===== src/rtl/zrb_sd_block_reader_if.sv =====
// Signal bundle between zrb_sd_block_reader, its host and the SPI byte engine.
// Handshake: xfer_req is a one-cycle pulse issued only while xfer_busy is low and no transfer is
// outstanding; xfer_tx holds from xfer_req until the matching one-cycle xfer_done, which carries xfer_rx.
interface zrb_sd_block_reader_if;
   logic        rd_start;
   logic [31:0] rd_addr;
   logic        busy;
   logic        data_valid;
   logic [7:0]  data_byte;
   logic        done;
   logic [2:0]  error;
   logic        cs_n;
   logic        xfer_req;
   logic [7:0]  xfer_tx;
   logic        xfer_busy;
   logic        xfer_done;
   logic [7:0]  xfer_rx;
   logic [2:0]  dbg_state;

   modport master (
      input  rd_start, rd_addr, xfer_busy, xfer_done, xfer_rx,
      output busy, data_valid, data_byte, done, error, cs_n, xfer_req, xfer_tx, dbg_state
   );

   modport slave (
      output rd_start, rd_addr, xfer_busy, xfer_done, xfer_rx,
      input  busy, data_valid, data_byte, done, error, cs_n, xfer_req, xfer_tx, dbg_state
   );
endinterface


===== src/rtl/zrb_sd_block_reader.sv =====
// SD CMD17 single-block reader: command, R1 poll, token poll, data stream, CRC bytes, CS-high dummy byte.
// Optional CRC-16-CCITT data check is enabled with the macro ZRB_SD_CRC_CHECK_EN.
module zrb_sd_block_reader #(
   parameter int BLOCK_LEN     = 512,
   parameter int RESP_TIMEOUT  = 8,
   parameter int TOKEN_TIMEOUT = 4096,
   parameter int BYTE_ADDR     = 0
) (
   input logic                   clk,
   input logic                   rst,
   zrb_sd_block_reader_if.master bus
);

   typedef enum logic [2:0] {
      S_IDLE, S_CMD, S_RESP, S_TOKEN, S_DATA, S_CRC, S_FINISH, S_DONE
   } state_t;

   localparam logic [12:0] LAST_BYTE   = 13'(BLOCK_LEN - 1);
   localparam logic [12:0] RESP_LIMIT  = 13'(RESP_TIMEOUT);
   localparam logic [12:0] TOKEN_LIMIT = 13'(TOKEN_TIMEOUT);

   state_t      state_q, state_d;
   logic [31:0] addr_q, addr_d;
   logic [12:0] cnt_q, cnt_d;
   logic        pending_q, pending_d;
   logic        xfer_req_q, xfer_req_d;
   logic [7:0]  xfer_tx_q, xfer_tx_d;
   logic        cs_n_q, cs_n_d;
   logic        busy_q, busy_d;
   logic        data_valid_q, data_valid_d;
   logic [7:0]  data_byte_q, data_byte_d;
   logic        done_q, done_d;
   logic [2:0]  error_q, error_d;

   logic        rx_ok;
   logic        issue;
   logic        to_finish;
   logic [12:0] cnt_inc;
   logic [7:0]  cmd_byte;
   logic [7:0]  rx;

`ifdef ZRB_SD_CRC_CHECK_EN
   logic [15:0] crc_q, crc_d;
   logic [7:0]  crc_hi_q, crc_hi_d;

   function automatic logic [15:0] crc16_byte(input logic [15:0] c, input logic [7:0] b);
      logic [15:0] r;
      r = c ^ {b, 8'h00};
      for (int i = 0; i < 8; i++) begin
         r = r[15] ? ((r << 1) ^ 16'h1021) : (r << 1);
      end
      return r;
   endfunction
`endif

   // Only a done that answers our own outstanding request is acted upon.
   assign rx      = bus.xfer_rx;
   assign rx_ok   = bus.xfer_done && pending_q;
   assign issue   = (state_q != S_IDLE) && (state_q != S_DONE) && !pending_q && !bus.xfer_busy;
   assign cnt_inc = cnt_q + 13'd1;

   always_comb begin
      cmd_byte = 8'hFF;
      case (cnt_q[2:0])
         3'd0:    cmd_byte = 8'h51;
         3'd1:    cmd_byte = addr_q[31:24];
         3'd2:    cmd_byte = addr_q[23:16];
         3'd3:    cmd_byte = addr_q[15:8];
         3'd4:    cmd_byte = addr_q[7:0];
         default: cmd_byte = 8'hFF;
      endcase
   end

   always_comb begin
      state_d      = state_q;
      addr_d       = addr_q;
      cnt_d        = cnt_q;
      pending_d    = pending_q;
      xfer_req_d   = 1'b0;
      xfer_tx_d    = xfer_tx_q;
      cs_n_d       = cs_n_q;
      busy_d       = busy_q;
      data_valid_d = 1'b0;
      data_byte_d  = data_byte_q;
      done_d       = 1'b0;
      error_d      = error_q;
      to_finish    = 1'b0;
`ifdef ZRB_SD_CRC_CHECK_EN
      crc_d        = crc_q;
      crc_hi_d     = crc_hi_q;
`endif

      if (rx_ok) begin
         pending_d = 1'b0;
      end
      if (issue) begin
         xfer_req_d = 1'b1;
         pending_d  = 1'b1;
         xfer_tx_d  = (state_q == S_CMD) ? cmd_byte : 8'hFF;
      end

      case (state_q)
         S_IDLE: begin
            if (bus.rd_start) begin
               addr_d  = (BYTE_ADDR != 0) ? {bus.rd_addr[22:0], 9'd0} : bus.rd_addr;
               error_d = 3'd0;
               busy_d  = 1'b1;
               cs_n_d  = 1'b0;
               cnt_d   = 13'd0;
               state_d = S_CMD;
`ifdef ZRB_SD_CRC_CHECK_EN
               crc_d   = 16'h0000;
`endif
            end
         end
         S_CMD: begin
            if (rx_ok) begin
               if (cnt_q == 13'd5) begin
                  cnt_d   = 13'd0;
                  state_d = S_RESP;
               end else begin
                  cnt_d = cnt_inc;
               end
            end
         end
         S_RESP: begin
            // A real R1 on the last allowed poll wins over the timeout.
            if (rx_ok) begin
               cnt_d = cnt_inc;
               if (rx == 8'h00) begin
                  cnt_d   = 13'd0;
                  state_d = S_TOKEN;
               end else if (rx != 8'hFF) begin
                  error_d   = 3'd2;
                  to_finish = 1'b1;
               end else if (cnt_inc == RESP_LIMIT) begin
                  error_d   = 3'd1;
                  to_finish = 1'b1;
               end
            end
         end
         S_TOKEN: begin
            if (rx_ok) begin
               cnt_d = cnt_inc;
               if (rx == 8'hFE) begin
                  cnt_d   = 13'd0;
                  state_d = S_DATA;
               end else if (rx[7:4] == 4'h0) begin
                  error_d   = 3'd2;
                  to_finish = 1'b1;
               end else if (cnt_inc == TOKEN_LIMIT) begin
                  error_d   = 3'd3;
                  to_finish = 1'b1;
               end
            end
         end
         S_DATA: begin
            if (rx_ok) begin
               data_valid_d = 1'b1;
               data_byte_d  = rx;
`ifdef ZRB_SD_CRC_CHECK_EN
               crc_d        = crc16_byte(crc_q, rx);
`endif
               if (cnt_q == LAST_BYTE) begin
                  cnt_d   = 13'd0;
                  state_d = S_CRC;
               end else begin
                  cnt_d = cnt_inc;
               end
            end
         end
         S_CRC: begin
            if (rx_ok) begin
               if (cnt_q == 13'd1) begin
`ifdef ZRB_SD_CRC_CHECK_EN
                  if ({crc_hi_q, rx} != crc_q) begin
                     error_d = 3'd4;
                  end
`endif
                  to_finish = 1'b1;
               end else begin
`ifdef ZRB_SD_CRC_CHECK_EN
                  crc_hi_d = rx;
`endif
                  cnt_d = cnt_inc;
               end
            end
         end
         S_FINISH: begin
            if (rx_ok) begin
               done_d  = 1'b1;
               state_d = S_DONE;
            end
         end
         S_DONE: begin
            busy_d  = 1'b0;
            state_d = S_IDLE;
         end
         default: state_d = S_IDLE;
      endcase

      // Chip select rises before the trailing dummy byte is requested.
      if (to_finish) begin
         cnt_d   = 13'd0;
         cs_n_d  = 1'b1;
         state_d = S_FINISH;
      end
   end

   always_ff @(posedge clk) begin
      if (rst) begin
         state_q      <= S_IDLE;
         addr_q       <= 32'd0;
         cnt_q        <= 13'd0;
         pending_q    <= 1'b0;
         xfer_req_q   <= 1'b0;
         xfer_tx_q    <= 8'hFF;
         cs_n_q       <= 1'b1;
         busy_q       <= 1'b0;
         data_valid_q <= 1'b0;
         data_byte_q  <= 8'h00;
         done_q       <= 1'b0;
         error_q      <= 3'd0;
`ifdef ZRB_SD_CRC_CHECK_EN
         crc_q        <= 16'h0000;
         crc_hi_q     <= 8'h00;
`endif
      end else begin
         state_q      <= state_d;
         addr_q       <= addr_d;
         cnt_q        <= cnt_d;
         pending_q    <= pending_d;
         xfer_req_q   <= xfer_req_d;
         xfer_tx_q    <= xfer_tx_d;
         cs_n_q       <= cs_n_d;
         busy_q       <= busy_d;
         data_valid_q <= data_valid_d;
         data_byte_q  <= data_byte_d;
         done_q       <= done_d;
         error_q      <= error_d;
`ifdef ZRB_SD_CRC_CHECK_EN
         crc_q        <= crc_d;
         crc_hi_q     <= crc_hi_d;
`endif
      end
   end

   assign bus.busy       = busy_q;
   assign bus.data_valid = data_valid_q;
   assign bus.data_byte  = data_byte_q;
   assign bus.done       = done_q;
   assign bus.error      = error_q;
   assign bus.cs_n       = cs_n_q;
   assign bus.xfer_req   = xfer_req_q;
   assign bus.xfer_tx    = xfer_tx_q;
   assign bus.dbg_state  = state_q;

endmodule


===== src/flat_wrapper.sv =====
// flat-port wrapper written by rule: the top's interface ports become plain ports
module zrb_sd_block_reader_flat 
#(
   parameter int BLOCK_LEN     = 512,
   parameter int RESP_TIMEOUT  = 8,
   parameter int TOKEN_TIMEOUT = 4096,
   parameter int BYTE_ADDR     = 0
)
  (clk, rst, bus_rd_start, bus_rd_addr, bus_xfer_busy, bus_xfer_done, bus_xfer_rx, bus_busy, bus_data_valid, bus_data_byte, bus_done, bus_error, bus_cs_n, bus_xfer_req, bus_xfer_tx, bus_dbg_state);
  zrb_sd_block_reader_if bus_i ();
  input logic clk;
  input logic rst;
  input wire logic [$bits(bus_i.rd_start)-1:0] bus_rd_start;
  input wire logic [$bits(bus_i.rd_addr)-1:0] bus_rd_addr;
  input wire logic [$bits(bus_i.xfer_busy)-1:0] bus_xfer_busy;
  input wire logic [$bits(bus_i.xfer_done)-1:0] bus_xfer_done;
  input wire logic [$bits(bus_i.xfer_rx)-1:0] bus_xfer_rx;
  output wire logic [$bits(bus_i.busy)-1:0] bus_busy;
  output wire logic [$bits(bus_i.data_valid)-1:0] bus_data_valid;
  output wire logic [$bits(bus_i.data_byte)-1:0] bus_data_byte;
  output wire logic [$bits(bus_i.done)-1:0] bus_done;
  output wire logic [$bits(bus_i.error)-1:0] bus_error;
  output wire logic [$bits(bus_i.cs_n)-1:0] bus_cs_n;
  output wire logic [$bits(bus_i.xfer_req)-1:0] bus_xfer_req;
  output wire logic [$bits(bus_i.xfer_tx)-1:0] bus_xfer_tx;
  output wire logic [$bits(bus_i.dbg_state)-1:0] bus_dbg_state;
  assign bus_i.rd_start = bus_rd_start;
  assign bus_i.rd_addr = bus_rd_addr;
  assign bus_i.xfer_busy = bus_xfer_busy;
  assign bus_i.xfer_done = bus_xfer_done;
  assign bus_i.xfer_rx = bus_xfer_rx;
  assign bus_busy = bus_i.busy;
  assign bus_data_valid = bus_i.data_valid;
  assign bus_data_byte = bus_i.data_byte;
  assign bus_done = bus_i.done;
  assign bus_error = bus_i.error;
  assign bus_cs_n = bus_i.cs_n;
  assign bus_xfer_req = bus_i.xfer_req;
  assign bus_xfer_tx = bus_i.xfer_tx;
  assign bus_dbg_state = bus_i.dbg_state;
  zrb_sd_block_reader #(.BLOCK_LEN(BLOCK_LEN), .RESP_TIMEOUT(RESP_TIMEOUT), .TOKEN_TIMEOUT(TOKEN_TIMEOUT), .BYTE_ADDR(BYTE_ADDR)) u_core (.clk(clk), .rst(rst), .bus(bus_i));
endmodule

===== config.mk =====
export PLATFORM = sky130hd
export DESIGN_NAME = zrb_sd_block_reader_flat
export DESIGN_NICKNAME = d
export VERILOG_FILES = /design/src/rtl/zrb_sd_block_reader_if.sv /design/src/rtl/zrb_sd_block_reader.sv /design/src/flat_wrapper.sv
export SDC_FILE = /design/constraint.sdc
export NUM_CORES = 1
export LEC_CHECK = 0
export CAP_MARGIN = 20
export CORE_MARGIN = 2
export CORE_UTILIZATION = 45
export DETAILED_ROUTE_END_ITERATION = 10
export HOLD_SLACK_MARGIN = 0.06
export PLACE_DENSITY_LB_ADDON = 0.05
export SYNTH_ARGS = -nofsm -noshare
export SYNTH_HDL_FRONTEND = slang
export SYNTH_SLANG_ARGS = --single-unit

===== constraint.sdc =====
create_clock -name clk -period 5.01 [get_ports clk]
set_clock_uncertainty 0.2 [all_clocks]
set_input_delay 1.002 -clock clk [delete_from_list [all_inputs] [get_ports clk]]
set_output_delay 1.002 -clock clk [all_outputs]
set_load 0.02 [all_outputs]

==> results.yml, run 1 <==
outcome:
  status: "complete, no violations"
cells_and_area:
  final_cells: 620
  diodes: 0
  final_cell_mix: "92 x nand2_1, 72 x dfxtp_1, 69 x clkdlybuf4s50_1"
  area_delta_synth_final_pct: 24.6
  drive_above_1_share: 0.0932
  final_common_cell: "nand2_1"
  fin_nets: 560
routing:
  drtAntennaViolNets: 0
  first_pass_iters: 4
  drt_iter0_markers: 157
  drt-total-wl_um: 9470
  routedWlPerCell_um: 15.3
  drc: 0
  num_vias: 3428
  via_per_inst: 5.53
worst_hold_path:
  holdCritPathClass: "reg2reg"
  holdPathStages: 2
global_route:
  grt_max_degree: 50
  antenna_found_initial: 0
  grt.total_usage: 0.219
  grt-ovfl-total: 0
  grt_pass1_vias: 3208
  grt_pass1_wl_um: 15400
cts:
  numCtsBuffers: 9
  clk_path_buf_depth: 2
  insertion_delay_ns: 0.35
  h-tree-depth: 3
  cts_tree: "done"
  cts_sinks: 72
  clkTransAtPathRegs_ns: 0.08
  ctsHoldBuffers: 0
  cts_root_buf: "clkbuf_8"
  post-cts-setup-buffers: 0
  cts_resized: 0
timing:
  tightest_slew_ns: 0.848
  fin_crit_ns: 3.44
  setup_tns_ns: 0
  finalMaxSlewViolations: 0
  final_hold_viol_count: 0
  fmax_mhz: 291
  rsz0062_at_grt: "false"
  relSlewSlack: 0.434
  final_min_period_over_clock_period: 0.687
  setup_viol: 0
worst_setup_path:
  cpLargestDelayFamily: "simple AND/OR/NAND/NOR gates"
  critPathBufInv: 1
  crit_chain: "clkdlybuf4s50_1 -> or4_1 -> o21ai_2 -> o21a_2 -> nand3_2 -> and2_0 -> a41oi_1 -> a311oi_1"
  crit_type: "in2reg"
  crit_path_start_kind: "primary input"
  crit_path_max_incr_delay_ns: 0.59
  cp_max_fo: 15
  arrival_ns: 3.46
  critical_path_required_ns: 5.02
  crit_cells: 8
  worstRegToRegCells: 7
  end_kind: "flop"
  crit_path_top_delay_cell: "or4_1"
floorplan:
  coreArea_um2: 8090
  die_area_um2: 9000
  die_w_um: 94.9
  die_y_um: 94.9
  initial_core_util: 0.459
  rows: 33
  io_pins: 72
yosys:
  syn-cell-area_um2: 3710
  yosysUniqueCellTypes: 71
  async_flop_share: 0
  synth-edff-count: 0
  synth_top_flop_cell: "dfxtp_1"
  ys_warn_count: 0
  netlist_instances: 464
  syn_nets: 514
  ys_seq_area_frac: 0.388
  ys_ff_latch: 72
  syn_area_per_cell_um2: 8.01
place:
  placed_cells: 604
  port_buffers: 70
  gp_congestion: 0.922
  hpwl_um: 6630
pwr:
  intPower_w: 0.00121
  ir_drop_mv: 0.221
  combinationalPowerShare: 0.312
  power_frac_seq: 0.387
  p_leak_nw: 1.64
  power_density_nw_per_um2: 405
  switchingPower_w: 0.000661
  switching_share: 0.353
  clockPowerShare: 0.301
run:
  maxCapViolCount: 0
-- final cells by class --
type | instances | area (um^2)
inverters | 8 | 30.0
flip-flops and latches | 72 | 1440
clock buffers | 10 | 128
multi-input cells | 345 | 2050
fillers | 784 | 3470
well taps | 105 | 131
repair buffers | 74 | 726
clock inverters | 6 | 116
-- state kept, by name, summed over array words and instances, names as in the netlist, 2 cells and up --
name	cells
u_core.addr_q	32
u_core.cnt_q	13
u_core.bus.data_byte	8
u_core.bus.xfer_tx	8
u_core.bus.dbg_state	3
u_core.bus.error	2
-- stage by stage --
step	instance area, um^2	util	hold slack (ns)	setup WS (ns)	total power [W]
after floorplan	3710	-	0.236	2.11	0.00113
after global placement	4380	0.542	0.237	1.31	0.00132
after detailed placement	4380	0.542	0.243	1.24	0.00132
after CTS	4630	0.572	0.256	1.60	0.00189
after global routing	4630	0.572	0.271	1.42	0.00198
final	4630	0.572	0.256	1.57	0.00187
-- Yosys cell counts, drive strengths merged (2+ instances only) --
| master | count | area share |
|---|---|---|
| nand2 | 92 | 0.093 |
| dfxtp | 72 | 0.39 |
| a21oi | 47 | 0.067 |
| nor2 | 33 | 0.039 |
| clkbuf | 22 | 0.023 |
| o21ai | 22 | 0.031 |
| buf | 17 | 0.030 |
| nand3 | 14 | 0.020 |
| a22oi | 11 | 0.022 |
| mux2i | 9 | 0.024 |
| nand4 | 9 | 0.017 |
| nor3 | 9 | 0.013 |
| inv | 8 | 0.0081 |
| nand2b | 8 | 0.013 |
| a32oi | 7 | 0.017 |
| a31oi | 6 | 0.014 |
| nor4 | 6 | 0.013 |
| o22ai | 6 | 0.010 |
| ha | 5 | 0.017 |
| nor2b | 5 | 0.0084 |
| nor4b | 4 | 0.011 |
| o21a | 4 | 0.0084 |
| a311oi | 3 | 0.0071 |
| and2 | 3 | 0.0051 |
| and4 | 3 | 0.0071 |
| o32ai | 3 | 0.0071 |
| or4 | 3 | 0.0071 |
| xnor2 | 3 | 0.0071 |
| xor2 | 3 | 0.0071 |
| a211oi | 2 | 0.0054 |
| a221oi | 2 | 0.0047 |
| a2bb2oi | 2 | 0.0047 |
| a41oi | 2 | 0.0067 |
| and3 | 2 | 0.0034 |
| nand3b | 2 | 0.0040 |
| o32a | 2 | 0.0088 |
| or2 | 2 | 0.0034 |
-- path summary, 6_finish.rpt --
kind	from	to	slack, ns
max	bus_xfer_rx[0]	u_core.cnt_q[10]	1.57
min	u_core.addr_q[16]	u_core.addr_q[16]	0.26
max reg2reg	u_core.cnt_q[2]	u_core.cnt_q[10]	1.72
min reg2reg	u_core.addr_q[16]	u_core.addr_q[16]	0.26
-- power by group through the flow --
stage               Clock (W)  Sequential (W)  Combinational, W
detailed placement          0        0.000737          0.000587
floorplan                   0        0.000731          0.000399
global placement            0        0.000735          0.000581
global route         0.000599        0.000736          0.000647
finish               0.000564        0.000724          0.000584
CTS                  0.000575        0.000724          0.000589
-- kinds of logic after synthesis --
| family | share of synthesized area |
|---|---|
| AO/OA/AOI/OAI | 0.232 |
| XOR/XNOR | 0.0141 |
| adder cells (fa/ha/maj) | 0.0168 |
| buffers and inverters | 0.0606 |
| flip-flops | 0.388 |
| multiplexers | 0.0243 |
| other | 0.00101 |
| AND/OR/NAND/NOR | 0.263 |
-- layer usage --
metal	track usage	wire length [um]	vias to the layer above
li1	-	-	1746
met1	0.310	4510	1580
met2	0.333	4330	92
met3	0.0415	501	10
met4	0.0809	122	0
met5	0	0	-
-- worst register-to-register path, stage by stage (launching register included) --
cell	delay, ns
dfxtp_1	0.88
and4_1	0.53
nand2_1	0.17
o21ai_0	0.33
nand3_2	0.32
and2_0	0.37
a41oi_1	0.28
a311oi_1	0.08
Power figures use the tool's default switching activity.
==> inputs of run 2 (changes only) <==
==> constraint.sdc (replaced) <==
create_clock -name clk -period 3.5 [get_ports clk]
set_clock_uncertainty 0.2 [all_clocks]
set_input_delay 0.7 -clock clk [delete_from_list [all_inputs] [get_ports clk]]
set_output_delay 0.7 -clock clk [all_outputs]
set_load 0.02 [all_outputs]
==> results.yml, run 2 (synthesized netlist as in run 1, its figures left out) <==
worst_hold_path:
  holdPathStages: 2
  holdCritPathClass: "reg2reg"
  worstHoldStart: "u_core.addr_q[25]"
  holdPathEnd: "u_core.addr_q[25]"
floorplan:
  rows: 33
  die_y_um: 94.9
  io_pins: 72
  die_w_um: 94.9
  coreArea_um2: 8090
  initial_core_util: 0.459
  die_area_um2: 9000
global_route:
  grt_pass1_vias: 3251
  grt.total_usage: 0.222
  grt_pass1_wl_um: 15800
  grt_max_degree: 50
  antenna_found_initial: 0
  grt-ovfl-total: 0
routing:
  routedWlPerCell_um: 15.6
  via_per_inst: 5.61
  wl_met3_um: 577
  wl_met2_um: 4320
  drtAntennaViolNets: 0
  top_layer: "met4"
  drt-met1-wl_um: 4730
  first_pass_iters: 5
  drt_iter0_markers: 148
  drc: 0
  drt-total-wl_um: 9740
  num_vias: 3509
worst_setup_path:
  worstRegToRegCells: 8
  critical_path_required_ns: 3.51
  cp_max_fo: 6
  end_kind: "flop"
  arrival_ns: 2.91
  worstReg2RegEnd: "u_core.cnt_q[6]"
  cp-startpoint: "bus_xfer_rx[0]"
  crit_path_start_kind: "primary input"
  reg2reg_from: "u_core.cnt_q[1]"
  rrSetupSlack_ns: 0.64
  crit_type: "in2reg"
cells_and_area:
  fill_cells: 774
  area_delta_synth_final_pct: 25.5
  regArea_um2: 1440
  top_register: "u_core.addr_q"
  fin_nets: 565
  final_common_cell: "nand2_1"
  largestRegisters: "u_core.addr_q (32), u_core.cnt_q (13)"
  final_cell_mix: "92 x nand2_1, 72 x dfxtp_1, 69 x clkdlybuf4s50_1"
  diodes: 0
  multiInputGateArea_um2: 2050
  largest_reg_flops: 32
  drive_above_1_share: 0.102
place:
  gp_congestion: 0.867
  hpwl_um: 6820
  port_buffers: 70
cts:
  clk_path_buf_depth: 2
  post-cts-setup-buffers: 0
  cts_resized: 0
  h-tree-depth: 3
  ctsHoldBuffers: 0
  insertion_delay_ns: 0.34
  cts_sinks: 72
  cts_root_buf: "clkbuf_8"
  numCtsBuffers: 9
  clkTransAtPathRegs_ns: 0.08
  cts_tree: "done"
pwr:
  p_leak_nw: 1.66
  ir_drop_mv: 0.318
  power_density_nw_per_um2: 580
timing:
  rsz0062_at_grt: "false"
  final_hold_viol_count: 0
  final_min_period_over_clock_period: 0.830
  fmax_mhz: 344
  tightest_slew_ns: 0.639
  finalHoldWorstSlack_ns: 0.257
  finalMaxSlewViolations: 0
  fin_crit_ns: 2.90
  setup_tns_ns: 0
  setup_viol: 0
  relSlewSlack: 0.573
outcome:
  status: "complete, no violations"
run:
  maxCapViolCount: 0
[run 2: cell types whose count changed in the layout (fill, tap and decap cells not counted), sizes merged]
cell	before	now
buf	5	10
clkinv	2	1
clkinvlp	0	1
[run 2: routing by layer]
layer	GRT usage	vias to the layer above
met4	0.0688	0
met5	0	-
met3	0.0471	12
met1	0.316	1628
li1	-	1755
met2	0.334	114
[run 2: critical path: stages]
cell and delay (ns):
clkdlybuf4s50_1 0.46, or4_1 0.59, o21ai_2 0.19, o21a_2 0.22, nand3_2 0.13, and2_0 0.28
a41oi_1 0.26, a311oi_1 0.07
[run 2: cell type report]
class	instances	share of cell area
Clock buffer	10	0.0274
Clock inverter	6	0.0247
Inverter	8	0.00644
Multi-Input combinational cell	345	0.441
Sequential cell	72	0.309
Tap cell	105	0.0282
Timing Repair Buffer	79	0.164
[run 2: metrics by stage]
step	total power (W)	setup slack, ns	cells	util	cell area [um^2]
after floorplan	0.00162	0.902	464	-	3710
after global placement	0.00190	0.347	609	0.546	4420
after detailed placement	0.00191	0.293	609	0.546	4420
after CTS	0.00272	0.630	625	0.576	4660
after global routing	0.00287	0.496	625	0.576	4660
final	0.00270	0.596	625	0.576	4660
[run 2: report_power, final]
group / internal, W / switching [W]
sequential: 0.000928 / 0.0000908
clock: 0.000478 / 0.000326
combinational: 0.000348 / 0.000533
[run 2: how the worst max path moves through the flow]
stage                       endpoint  slack, ns
finish              u_core.cnt_q[10]       0.60
global route        u_core.cnt_q[12]       0.50
CTS                 u_core.cnt_q[10]       0.63
detailed placement  u_core.cnt_q[10]       0.29
global placement    u_core.cnt_q[10]       0.35
floorplan           u_core.cnt_q[10]       0.90
